File: src/rtl/bypass_fifo_n_pkg.sv
// rtl/bypass_fifo_n_pkg.sv - shared sizing helpers for the bypass FIFO family
package bypass_fifo_pkg;

  localparam int DEFAULT_WIDTH = 8;
  localparam int DEFAULT_DEPTH = 4;

  // Smallest r with 2**r >= value; clog2(1) == 0.
  function automatic int clog2(input int value);
    int r;
    r = 0;
    for (int i = 0; i < 31; i++) begin
      if ((1 << i) < value) begin
        r = i + 1;
      end
    end
    return r;
  endfunction

  // Pointers keep at least one bit so DEPTH=1 still has a legal vector.
  function automatic int ptr_width(input int depth);
    return clog2((depth < 2) ? 2 : depth);
  endfunction

  function automatic int count_width(input int depth);
    return clog2(depth + 1);
  endfunction

  localparam int DEFAULT_PTR_W = ptr_width(DEFAULT_DEPTH);
  localparam int DEFAULT_CNT_W = count_width(DEFAULT_DEPTH);

endpackage

File: src/rtl/bypass_fifo_n_if.sv
// rtl/bypass_fifo_n_if.sv - enqueue/dequeue/round-handshake bundle of bypass_fifo_n
interface bypass_fifo_n_if #(
  parameter int WIDTH = 8,
  parameter int DEPTH = 4
);
  import bypass_fifo_pkg::*;

  localparam int CNT_W = count_width(DEPTH);

  logic             ENQ;
  logic [WIDTH-1:0] ENQ_VALUE;
  logic             NOT_FULL;
  logic             DEQ;
  logic [WIDTH-1:0] DEQ_VALUE;
  logic             NOT_EMPTY;
  logic [CNT_W-1:0] COUNT;
  logic             RESET;
  logic             CONSUMED;
  logic             CONSUMED_BEFORE;

  // Rule side: drives requests and the round reset, observes status.
  modport master (
    output ENQ, ENQ_VALUE, DEQ, RESET,
    input  NOT_FULL, DEQ_VALUE, NOT_EMPTY, COUNT, CONSUMED, CONSUMED_BEFORE
  );

  modport slave (
    input  ENQ, ENQ_VALUE, DEQ, RESET,
    output NOT_FULL, DEQ_VALUE, NOT_EMPTY, COUNT, CONSUMED, CONSUMED_BEFORE
  );

endinterface

File: src/rtl/bypass_fifo_n_mem.sv
// rtl/bypass_fifo_n_mem.sv - DEPTH x WIDTH register file, one write port, async read, no reset
module bypass_fifo_n_mem #(
  parameter int WIDTH = 8,
  parameter int DEPTH = 4,
  parameter int PTR_W = 2
) (
  input  logic             CLK,
  input  logic             wr_en,
  input  logic [PTR_W-1:0] wr_addr,
  input  logic [WIDTH-1:0] wr_data,
  input  logic [PTR_W-1:0] rd_addr,
  output logic [WIDTH-1:0] rd_data
);

  logic [WIDTH-1:0] mem [DEPTH];

  always_ff @(posedge CLK) begin
    if (wr_en) begin
      mem[wr_addr] <= wr_data;
    end
  end

  assign rd_data = mem[rd_addr];

endmodule

File: src/rtl/bypass_fifo_n.sv
// rtl/bypass_fifo_n.sv - DEPTH-entry bypass FIFO with round consumed tracking
// BYPASS_FIFO_N_COMB_BYPASS_EN: when defined, an empty FIFO forwards ENQ_VALUE to DEQ_VALUE combinationally.
module bypass_fifo_n
  import bypass_fifo_pkg::*;
#(
  parameter int WIDTH = DEFAULT_WIDTH,
  parameter int DEPTH = DEFAULT_DEPTH
) (
  input  logic            CLK,
  input  logic            RST,
  bypass_fifo_n_if.slave  fifo_if
);

  localparam int PTR_W = ptr_width(DEPTH);
  localparam int CNT_W = count_width(DEPTH);

  localparam logic [PTR_W-1:0] PTR_LAST   = PTR_W'(DEPTH - 1);
  localparam logic [PTR_W-1:0] PTR_ONE    = PTR_W'(1);
  localparam logic [CNT_W-1:0] CNT_ONE    = CNT_W'(1);
  localparam logic [CNT_W-1:0] COUNT_FULL = CNT_W'(DEPTH);

  logic [PTR_W-1:0] rd_ptr;
  logic [PTR_W-1:0] wr_ptr;
  logic [CNT_W-1:0] count;
  logic             consumed;

  logic             empty;
  logic             not_full;
  logic             not_empty;
  logic             enq_ok;
  logic             deq_ok;
  logic             pass_through;
  logic             do_write;
  logic             do_read;
  logic [WIDTH-1:0] head_value;

  function automatic logic [PTR_W-1:0] ptr_inc(input logic [PTR_W-1:0] p);
    return (p == PTR_LAST) ? '0 : p + PTR_ONE;
  endfunction

  // NOT_FULL looks at stored state only, so a full FIFO drops ENQ even alongside DEQ.
  assign empty    = (count == '0);
  assign not_full = (count != COUNT_FULL);

`ifdef BYPASS_FIFO_N_COMB_BYPASS_EN
  assign not_empty         = !empty || fifo_if.ENQ;
  assign fifo_if.DEQ_VALUE = empty ? fifo_if.ENQ_VALUE : head_value;
  assign pass_through      = empty && enq_ok && deq_ok;
`else
  assign not_empty         = !empty;
  assign fifo_if.DEQ_VALUE = head_value;
  assign pass_through      = 1'b0;
`endif

  assign enq_ok = fifo_if.ENQ && not_full;
  assign deq_ok = fifo_if.DEQ && not_empty;

  // A pass-through transfer never touches storage, pointers or count.
  assign do_write = enq_ok && !pass_through;
  assign do_read  = deq_ok && !pass_through;

  bypass_fifo_n_mem #(
    .WIDTH (WIDTH),
    .DEPTH (DEPTH),
    .PTR_W (PTR_W)
  ) u_mem (
    .CLK     (CLK),
    .wr_en   (do_write && !RST),
    .wr_addr (wr_ptr),
    .wr_data (fifo_if.ENQ_VALUE),
    .rd_addr (rd_ptr),
    .rd_data (head_value)
  );

  always_ff @(posedge CLK) begin
    if (RST) begin
      rd_ptr <= '0;
      wr_ptr <= '0;
      count  <= '0;
    end else begin
      if (do_write) begin
        wr_ptr <= ptr_inc(wr_ptr);
      end
      if (do_read) begin
        rd_ptr <= ptr_inc(rd_ptr);
      end
      case ({do_write, do_read})
        2'b10:   count <= count + CNT_ONE;
        2'b01:   count <= count - CNT_ONE;
        default: count <= count;
      endcase
    end
  end

  // Round reset wins over an accepted enqueue in the same cycle.
  always_ff @(posedge CLK) begin
    if (RST) begin
      consumed <= 1'b0;
    end else if (fifo_if.RESET) begin
      consumed <= 1'b0;
    end else if (enq_ok) begin
      consumed <= 1'b1;
    end
  end

  assign fifo_if.NOT_FULL        = not_full;
  assign fifo_if.NOT_EMPTY       = not_empty;
  assign fifo_if.COUNT           = count;
  assign fifo_if.CONSUMED        = enq_ok || consumed;
  assign fifo_if.CONSUMED_BEFORE = consumed;

endmodule

File: src/flat_wrapper.sv
// flat-port wrapper written by rule: the top's interface ports become plain ports
module bypass_fifo_n_flat import bypass_fifo_pkg::*;
#(
  parameter int WIDTH = DEFAULT_WIDTH,
  parameter int DEPTH = DEFAULT_DEPTH
)
  (CLK, RST, fifo_if_ENQ, fifo_if_ENQ_VALUE, fifo_if_DEQ, fifo_if_RESET, fifo_if_NOT_FULL, fifo_if_DEQ_VALUE, fifo_if_NOT_EMPTY, fifo_if_COUNT, fifo_if_CONSUMED, fifo_if_CONSUMED_BEFORE);
  bypass_fifo_n_if #(.WIDTH(WIDTH), .DEPTH(DEPTH)) fifo_if_i ();
  input  logic CLK;
  input  logic RST;
  input wire logic [$bits(fifo_if_i.ENQ)-1:0] fifo_if_ENQ;
  input wire logic [$bits(fifo_if_i.ENQ_VALUE)-1:0] fifo_if_ENQ_VALUE;
  input wire logic [$bits(fifo_if_i.DEQ)-1:0] fifo_if_DEQ;
  input wire logic [$bits(fifo_if_i.RESET)-1:0] fifo_if_RESET;
  output wire logic [$bits(fifo_if_i.NOT_FULL)-1:0] fifo_if_NOT_FULL;
  output wire logic [$bits(fifo_if_i.DEQ_VALUE)-1:0] fifo_if_DEQ_VALUE;
  output wire logic [$bits(fifo_if_i.NOT_EMPTY)-1:0] fifo_if_NOT_EMPTY;
  output wire logic [$bits(fifo_if_i.COUNT)-1:0] fifo_if_COUNT;
  output wire logic [$bits(fifo_if_i.CONSUMED)-1:0] fifo_if_CONSUMED;
  output wire logic [$bits(fifo_if_i.CONSUMED_BEFORE)-1:0] fifo_if_CONSUMED_BEFORE;
  assign fifo_if_i.ENQ = fifo_if_ENQ;
  assign fifo_if_i.ENQ_VALUE = fifo_if_ENQ_VALUE;
  assign fifo_if_i.DEQ = fifo_if_DEQ;
  assign fifo_if_i.RESET = fifo_if_RESET;
  assign fifo_if_NOT_FULL = fifo_if_i.NOT_FULL;
  assign fifo_if_DEQ_VALUE = fifo_if_i.DEQ_VALUE;
  assign fifo_if_NOT_EMPTY = fifo_if_i.NOT_EMPTY;
  assign fifo_if_COUNT = fifo_if_i.COUNT;
  assign fifo_if_CONSUMED = fifo_if_i.CONSUMED;
  assign fifo_if_CONSUMED_BEFORE = fifo_if_i.CONSUMED_BEFORE;
  bypass_fifo_n #(.WIDTH(WIDTH), .DEPTH(DEPTH)) u_core (.CLK(CLK), .RST(RST), .fifo_if(fifo_if_i));
endmodule
File: config.mk
export PLATFORM = sky130hd
export DESIGN_NAME = bypass_fifo_n_flat
export DESIGN_NICKNAME = d
export VERILOG_FILES = /design/src/rtl/bypass_fifo_n_pkg.sv /design/src/rtl/bypass_fifo_n_if.sv /design/src/rtl/bypass_fifo_n_mem.sv /design/src/rtl/bypass_fifo_n.sv /design/src/flat_wrapper.sv
export SDC_FILE = /design/constraint.sdc
export NUM_CORES = 1
export LEC_CHECK = 0
export CELL_PAD_IN_SITES_DETAIL_PLACEMENT = 2
export CELL_PAD_IN_SITES_GLOBAL_PLACEMENT = 2
export CORE_ASPECT_RATIO = 1.2
export CORE_MARGIN = 2
export CORE_UTILIZATION = 30
export CTS_CLUSTER_DIAMETER = 100
export DETAILED_ROUTE_END_ITERATION = 10
export PLACE_DENSITY = 0.65
export SLEW_MARGIN = 20
export SYNTH_ARGS = -nofsm -noshare
export SYNTH_HDL_FRONTEND = slang
export SYNTH_SLANG_ARGS = --single-unit
export TNS_END_PERCENT = 100
File: constraint.sdc
create_clock -name CLK -period 2.87 [get_ports CLK]
set_clock_uncertainty 0.2 [all_clocks]
set_input_delay 0.4305 -clock CLK [delete_from_list [all_inputs] [get_ports CLK]]
set_output_delay 0.4305 -clock CLK [all_outputs]
set_load 0.02 [all_outputs]
# After elaboration in Yosys (flattened, before gate mapping)
# Memory sizes are Yosys's and may differ from the RTL's. A register that Yosys moved wholly into a read port is not among the register bits.
# Index checks and enable logic that the tools add are counted.
dict set report totals {
  ff_bits 8
  ramBits 32
  in_bits 13
  output_inout_bits 15
  mem_count 1
}
dict set report op_classes {
  addsub 4
  eq_ne 5
  muxes 7
  reduce_logical 9
}
# memory words word_bits read_ports rd_ports_with_merged_regs wr line
set memory_table {}
lappend memory_table {u_core.u_mem.mem 4 8 1 1 1 bypass_fifo_n_mem.sv:15} ;# logic [WIDTH-1:0] mem [DEPTH];
# operator count
set ops {}
lappend ops {{$mux W2} 4}
lappend ops {{$eq A2 B2 Y1 const B} 3}
lappend ops {{$pmux W3 S2} 1}
lappend ops {{$add A2 B1 Y2 const B} 2}
lappend ops {{$add A3 B1 Y3 const B} 1}
lappend ops {{$logic_and A1 B1 Y1} 3}
lappend ops {{$logic_not A3 Y1} 1}
lappend ops {{$ne A3 B3 Y1 const B} 1}
lappend ops {{$sub A3 B1 Y3 const B} 1}
lappend ops {{$eq A2 B1 Y1 const B} 1}
lappend ops {{$logic_not A1 Y1} 2}
lappend ops {{$mux W1} 2}
lappend ops {{$reduce_bool A2 Y1} 1}
lappend ops {{$reduce_or A2 Y1} 1}
lappend ops {{$logic_or A1 B1 Y1} 1}

# Longest topological paths before layout
# Gate-level depths: netlist (run 1).
dict set report depth {
  word_depth 5
  ltp_mapped 8
  ltp_nobuf 8
}

# Cells and area by module
# From an unflattened synthesis (run 1), not the netlist that was laid out.
dict set report hier_totals {
  cells_unflattened 94
  hier_area_um2 1610.3
}
# module n_inst cells_each area_per_inst_um2 seq_area_each_um2
set by_module_without_submodules {}
lappend by_module_without_submodules {bypass_fifo_n_mem 1 46 1188.6 960.9}
lappend by_module_without_submodules {bypass_fifo_n 1 48 421.7 160.2}

# Least setup slack after synthesis (run 1)
# OpenSTA, ideal clock, no wires.
dict set report synth_timing {
  path_kind {reg-to-reg}
  from {register u_core.count[2], in the netlist u_core.fifo_if.COUNT[2]}
  to {register u_core.count[2], in the netlist u_core.fifo_if.COUNT[2]}
  t_arrival_ns 2.330
  required_ns 2.599
  setup_slack_ns 0.270
  path_stages_with_launch 9
  synth_period_minus_slack_ns 2.600
  cell_sequence {dfxtp_1 > or3b_4 > nand2_4 > ha_1 > inv_1 > fa_1 > xor2_1 > or3_2 > a21oi_1}
}
# item line
set synth_lines {}
lappend synth_lines {{from (decl)} bypass_fifo_n.sv:24} ;# logic [CNT_W-1:0] count;
lappend synth_lines {{from (signal assigned)} bypass_fifo_n.sv:88} ;# 2'b10: count <= count + CNT_ONE;
lappend synth_lines {{from (signal assigned)} bypass_fifo_n.sv:89} ;# 2'b01: count <= count - CNT_ONE;
lappend synth_lines {{from (signal assigned)} bypass_fifo_n.sv:90} ;# default: count <= count;
lappend synth_lines {{$ne A3 B3 Y1 *} bypass_fifo_n.sv:43} ;# assign not_full = (count != COUNT_FULL);
lappend synth_lines {{named net fifo_if_NOT_FULL} flat_wrapper.sv:15} ;# output wire logic [$bits(fifo_if_i.NOT_FULL)-1:0] fifo_if_NOT_FULL;
lappend synth_lines {{$logic_and A1 B1 Y1 *} bypass_fifo_n.sv:55} ;# assign enq_ok = fifo_if.ENQ && not_full;
lappend synth_lines {{$eq A2 B1 Y1 or $eq A2 B2 Y1 (tied branches)} bypass_fifo_n.sv:87} ;# case ({do_write, do_read})
lappend synth_lines {{$pmux W3 S2 or $reduce_bool A2 Y1 (tied branches)} -}
# The timed path passes the listed nets; every way through them passes the cells marked *.
# A chain may end at the register's enable or synchronous reset.

# Final worst setup path (run 1)
dict set report layout_timing {
  from {register u_core.count[2], in the netlist u_core.fifo_if.COUNT[2]}
  to {register u_core.count[2], in the netlist u_core.fifo_if.COUNT[2]}
}
dict set report layout_between {
  elab_chain_cells 5
}
# item line
set layout_rtl {}
lappend layout_rtl {{$logic_not A3 Y1} bypass_fifo_n.sv:42} ;# assign empty = (count == '0);
lappend layout_rtl {{$logic_not A1 Y1} bypass_fifo_n.sv:50} ;# assign not_empty = !empty;
lappend layout_rtl {{$logic_and A1 B1 Y1} bypass_fifo_n.sv:56} ;# assign deq_ok = fifo_if.DEQ && not_empty;
lappend layout_rtl {{$eq A2 B1 Y1 or $eq A2 B2 Y1 (tied branches)} bypass_fifo_n.sv:87}
lappend layout_rtl {{$pmux W3 S2 or $reduce_bool A2 Y1 (tied branches)} -}
# Several ways; a longest one is shown, not always the timed one.

==> impl_metrics.xml, run 1 <==
<?xml version="1.0" encoding="UTF-8"?>
<metrics>
  <group name="status">
    <metric name="status" unit="">finished clean</metric>
  </group>
  <group name="place">
    <metric name="dp.cells" unit="">188</metric>
    <metric name="place_hpwl" unit="mm">2.59</metric>
    <metric name="placed_area" unit="sq um">2050</metric>
    <metric name="io_port_bufs" unit="">27</metric>
    <metric name="dpl_worst_slack" unit="ns">0.0715</metric>
    <metric name="gp_congestion" unit="">0.763</metric>
  </group>
  <group name="drt">
    <metric name="num_vias" unit="">941</metric>
    <metric name="drc_violations_left" unit="">0</metric>
    <metric name="post_drt_wl_per_cell" unit="um">18.1</metric>
    <metric name="finalWirelength" unit="mm">3.54</metric>
    <metric name="post_drt_via_cell_ratio" unit="">4.83</metric>
    <metric name="initialDrtViolationCount" unit="">75</metric>
    <metric name="number_of_nets_still_failing_antenna_checks_after_routing" unit="">0</metric>
    <metric name="drt_pass1_iterations" unit="">4</metric>
  </group>
  <group name="cells_and_area">
    <metric name="fin_cells" unit="">195</metric>
    <metric name="multi_input_gate_area_in_the_final_layout" unit="sq um">479</metric>
    <metric name="most_used_cells_in_the_layout_excluding_fill_and_tap_cells" unit="">sky130_fd_sc_hd__edfxtp_1 (32), sky130_fd_sc_hd__clkdlybuf4s50_1 (27), sky130_fd_sc_hd__dfxtp_1 (10)</metric>
    <metric name="drive_above_1_share" unit="%">18.8</metric>
    <metric name="syn2layout_area_growth" unit="%">26.9</metric>
    <metric name="most_common_cell_after_layout_fill_and_taps_aside" unit="">sky130_fd_sc_hd__edfxtp_1</metric>
    <metric name="postLayoutCoreUtil" unit="%">39.9</metric>
    <metric name="insertedDiodeCount" unit="">0</metric>
    <metric name="nNetsFinal" unit="">153</metric>
    <metric name="layout.filler_cells" unit="">519</metric>
    <metric name="storage_element_area" unit="sq um">1160</metric>
    <metric name="final_design_area_no_fill" unit="sq um">2130</metric>
  </group>
  <group name="worst_setup_path">
    <metric name="timing.critical_path.to_type" unit="">flop</metric>
    <metric name="crit_type" unit="">reg2reg</metric>
    <metric name="cp.arrival" unit="ns">2.64</metric>
    <metric name="reg2reg_from" unit="">u_core.fifo_if.COUNT[2]</metric>
    <metric name="critPathRequiredTime" unit="ns">2.88</metric>
    <metric name="setup.worst_path.start" unit="">u_core.fifo_if.COUNT[2]</metric>
    <metric name="critical_path_cell_sequence" unit="">or3b_4 &gt; nand2_4 &gt; ha_1 &gt; inv_1 &gt; fa_1 &gt; xor2_1 &gt; or3_2 &gt; a21oi_1</metric>
    <metric name="timing.critical_path.fanout_max" unit="">7</metric>
    <metric name="cpPeakStageDelay" unit="ns">0.44</metric>
    <metric name="startpoint_types" unit="">flop</metric>
    <metric name="worst_path_max_delay_cell" unit="">sky130_fd_sc_hd__or3b_4</metric>
  </group>
  <group name="synthesis">
    <metric name="synth_async_sr_flop_share" unit="%">0</metric>
    <metric name="synth.top_cell.area_share" unit="%">57.2</metric>
    <metric name="synth_cell_type_count" unit="">24</metric>
    <metric name="synth_edf_count" unit="">32</metric>
    <metric name="yosys_most_used_dff" unit="">sky130_fd_sc_hd__edfxtp_1</metric>
    <metric name="ys_top_cells_by_area" unit="">sky130_fd_sc_hd__edfxtp_1 (57%), sky130_fd_sc_hd__dfxtp_1 (12%), sky130_fd_sc_hd__mux4_2 (11%)</metric>
    <metric name="synth_warnings" unit="">0</metric>
    <metric name="syn_area_per_cell" unit="sq um">17.3</metric>
    <metric name="synth_sequential_area_ratio" unit="%">69.2</metric>
    <metric name="mappedNetlistArea" unit="sq um">1680</metric>
    <metric name="synth_seq_cells" unit="">42</metric>
    <metric name="syn_nets" unit="">117</metric>
    <metric name="synthesis.instances" unit="">97</metric>
    <metric name="post-synth-top-area-cell" unit="">sky130_fd_sc_hd__edfxtp_1</metric>
  </group>
  <group name="clock_network">
    <metric name="clk_latency" unit="ns">0.28</metric>
    <metric name="post_cts_repair_timing_setup_buffer_count" unit="">0</metric>
    <metric name="tritoncts" unit="">yes</metric>
    <metric name="htree_num_levels" unit="">2</metric>
    <metric name="cts_max_path_buffers" unit="">2</metric>
    <metric name="clock-sinks" unit="">42</metric>
    <metric name="cts.clk_slew.worst_paths" unit="ns">0.08</metric>
    <metric name="cts-root-buf" unit="">sky130_fd_sc_hd__clkbuf_8</metric>
    <metric name="cts-resized-gates" unit="">0</metric>
    <metric name="numCtsBuffers" unit="">5</metric>
    <metric name="cts_hold_buffers" unit="">0</metric>
  </group>
  <group name="power_and_ir_drop">
    <metric name="p_leak" unit="nW">0.743</metric>
    <metric name="worst_ir_drop_on_vdd" unit="mV">0.364</metric>
    <metric name="cellPowerDensity" unit="nW/um^2">801</metric>
  </group>
  <group name="die">
    <metric name="die_area" unit="sq um">6210</metric>
    <metric name="num_io_pins" unit="">28</metric>
    <metric name="fp-row-count" unit="">29</metric>
    <metric name="initial_core_util" unit="%">31.5</metric>
    <metric name="dieHeight" unit="um">86.0</metric>
    <metric name="width_of_the_die" unit="um">72.3</metric>
    <metric name="core" unit="sq um">5330</metric>
  </group>
  <group name="global_route">
    <metric name="grt_first_pass_wirelength" unit="mm">5.66</metric>
    <metric name="first_global_vias" unit="">1066</metric>
    <metric name="pin_count_of_the_biggest_net_entering_global_routing" unit="">15</metric>
    <metric name="grt-ovfl-total" unit="">0</metric>
    <metric name="grtUsageTotal" unit="%">12.4</metric>
    <metric name="antenna_found_initial" unit="">0</metric>
  </group>
  <group name="timing">
    <metric name="finalHoldViolations" unit="">0</metric>
    <metric name="final.setup.tns" unit="ns">0</metric>
    <metric name="count_of_final_setup_violators" unit="">0</metric>
    <metric name="tightestPinTransition" unit="ns">0.495</metric>
    <metric name="maxClockFrequency" unit="GHz">0.379</metric>
    <metric name="relSlewSlack" unit="%">66.7</metric>
    <metric name="timing.final.crit_share" unit="%">91.9</metric>
    <metric name="finalCriticalPeriod" unit="ns">2.64</metric>
    <metric name="postLayoutSetupSlackWorst" unit="ns">0.233</metric>
    <metric name="timing_max_transition_violations_final" unit="">0</metric>
    <metric name="grt_setup_unrepaired" unit="">no</metric>
  </group>
  <group name="min_path">
    <metric name="timing.hold.worst.start" unit="">u_core.rd_ptr[0]</metric>
    <metric name="worst_hold_path_type" unit="">reg2reg</metric>
  </group>
  <group name="job">
    <metric name="timing.max_cap.violations" unit="">0</metric>
  </group>
</metrics>
-- power by group --
part           leakage, nW  switching [mW]  internal [mW]
logic                0.327           0.290          0.297
clock network       0.0438           0.186          0.163
registers            0.373          0.0547          0.717
total                0.743           0.530           1.18
-- metal layers --
layer	routed length, um	GRT usage [%]	up-vias
met5	0	0	-
met4	12	4.12	0
met3	166	3.06	2
met2	1940	22.7	25
met1	1430	14.0	481
li1	-	-	433
-- Yosys cell counts (2+ instances only) --
library cell and instances:
sky130_fd_sc_hd__nor2_1 5, sky130_fd_sc_hd__nand2b_1 2, sky130_fd_sc_hd__ha_1 6, sky130_fd_sc_hd__xor2_1 2, sky130_fd_sc_hd__nor3_1 2, sky130_fd_sc_hd__a21oi_1 4
sky130_fd_sc_hd__edfxtp_1 32, sky130_fd_sc_hd__inv_1 7, sky130_fd_sc_hd__nor3b_1 4, sky130_fd_sc_hd__mux4_2 8, sky130_fd_sc_hd__mux2i_1 2, sky130_fd_sc_hd__dfxtp_1 10
sky130_fd_sc_hd__or3_2 2
-- flip-flops by register name (all words and copies together), names as in the netlist, named ones only --
register,count
u_core.fifo_if.CONSUMED_BEFORE,1
u_core.fifo_if.COUNT,3
u_core.rd_ptr,2
u_core.wr_ptr,2
u_core.u_mem.mem,32
-- worst paths after layout --
path	endpoint	slack, ns	cells past startpoint
min	u_core.rd_ptr[0]	0.32	2
max reg2reg	u_core.fifo_if.COUNT[2]	0.23	8
max	u_core.fifo_if.COUNT[2]	0.23	8
min reg2reg	u_core.rd_ptr[0]	0.32	2
-- layout make-up --
cell class / count / area share (%)
timing repair buffer: 32 / 14.4
tap: 62 / 3.64
clock inverter: 2 / 0.470
clock buffer: 5 / 3.23
sequential: 42 / 54.5
inverter: 7 / 1.23
multi-input combinational: 45 / 22.5
-- critical path, delay by kind of cell, from the launching register on --
| family | cells | cell delay [ns] |
|---|---|---|
| adder cells (fa/ha/maj) | 2 | 0.57 |
| XOR/XNOR | 1 | 0.17 |
| AO/OA/AOI/OAI | 1 | 0.16 |
| flip-flops | 1 | 0.41 |
| buffers and inverters | 1 | 0.06 |
| AND/OR/NAND/NOR | 3 | 0.99 |
-- cell families after synthesis --
| family | synth area share (%) |
|---|---|
| flops | 69.2 |
| simple gates | 7.08 |
| mux | 12.8 |
| buf+inv | 2.31 |
| fa+ha+maj | 5.66 |
| compound gates | 1.94 |
| xor+xnor | 1.04 |
-- per-stage QoR --
step                      total power, mW  hold slack, ns
after CTS                            1.75           0.319
after detailed placement             1.39           0.303
after global routing                 1.81           0.364
after floorplan                      1.12           0.263
after global placement               1.35           0.280
final                                1.71           0.322
Note: power is estimated with default switching activity, not from simulation.
==> inputs of run 2 (changes only) <==
--- a/config.mk
+++ b/config.mk
@@ -10,7 +10,6 @@
 export CORE_ASPECT_RATIO = 1.2
 export CORE_MARGIN = 2
 export CORE_UTILIZATION = 30
-export CTS_CLUSTER_DIAMETER = 100
 export DETAILED_ROUTE_END_ITERATION = 10
 export PLACE_DENSITY = 0.65
 export SLEW_MARGIN = 20
==> results of run 2 <==
The final DEF is identical to that of run 1; final timing and power are the same.
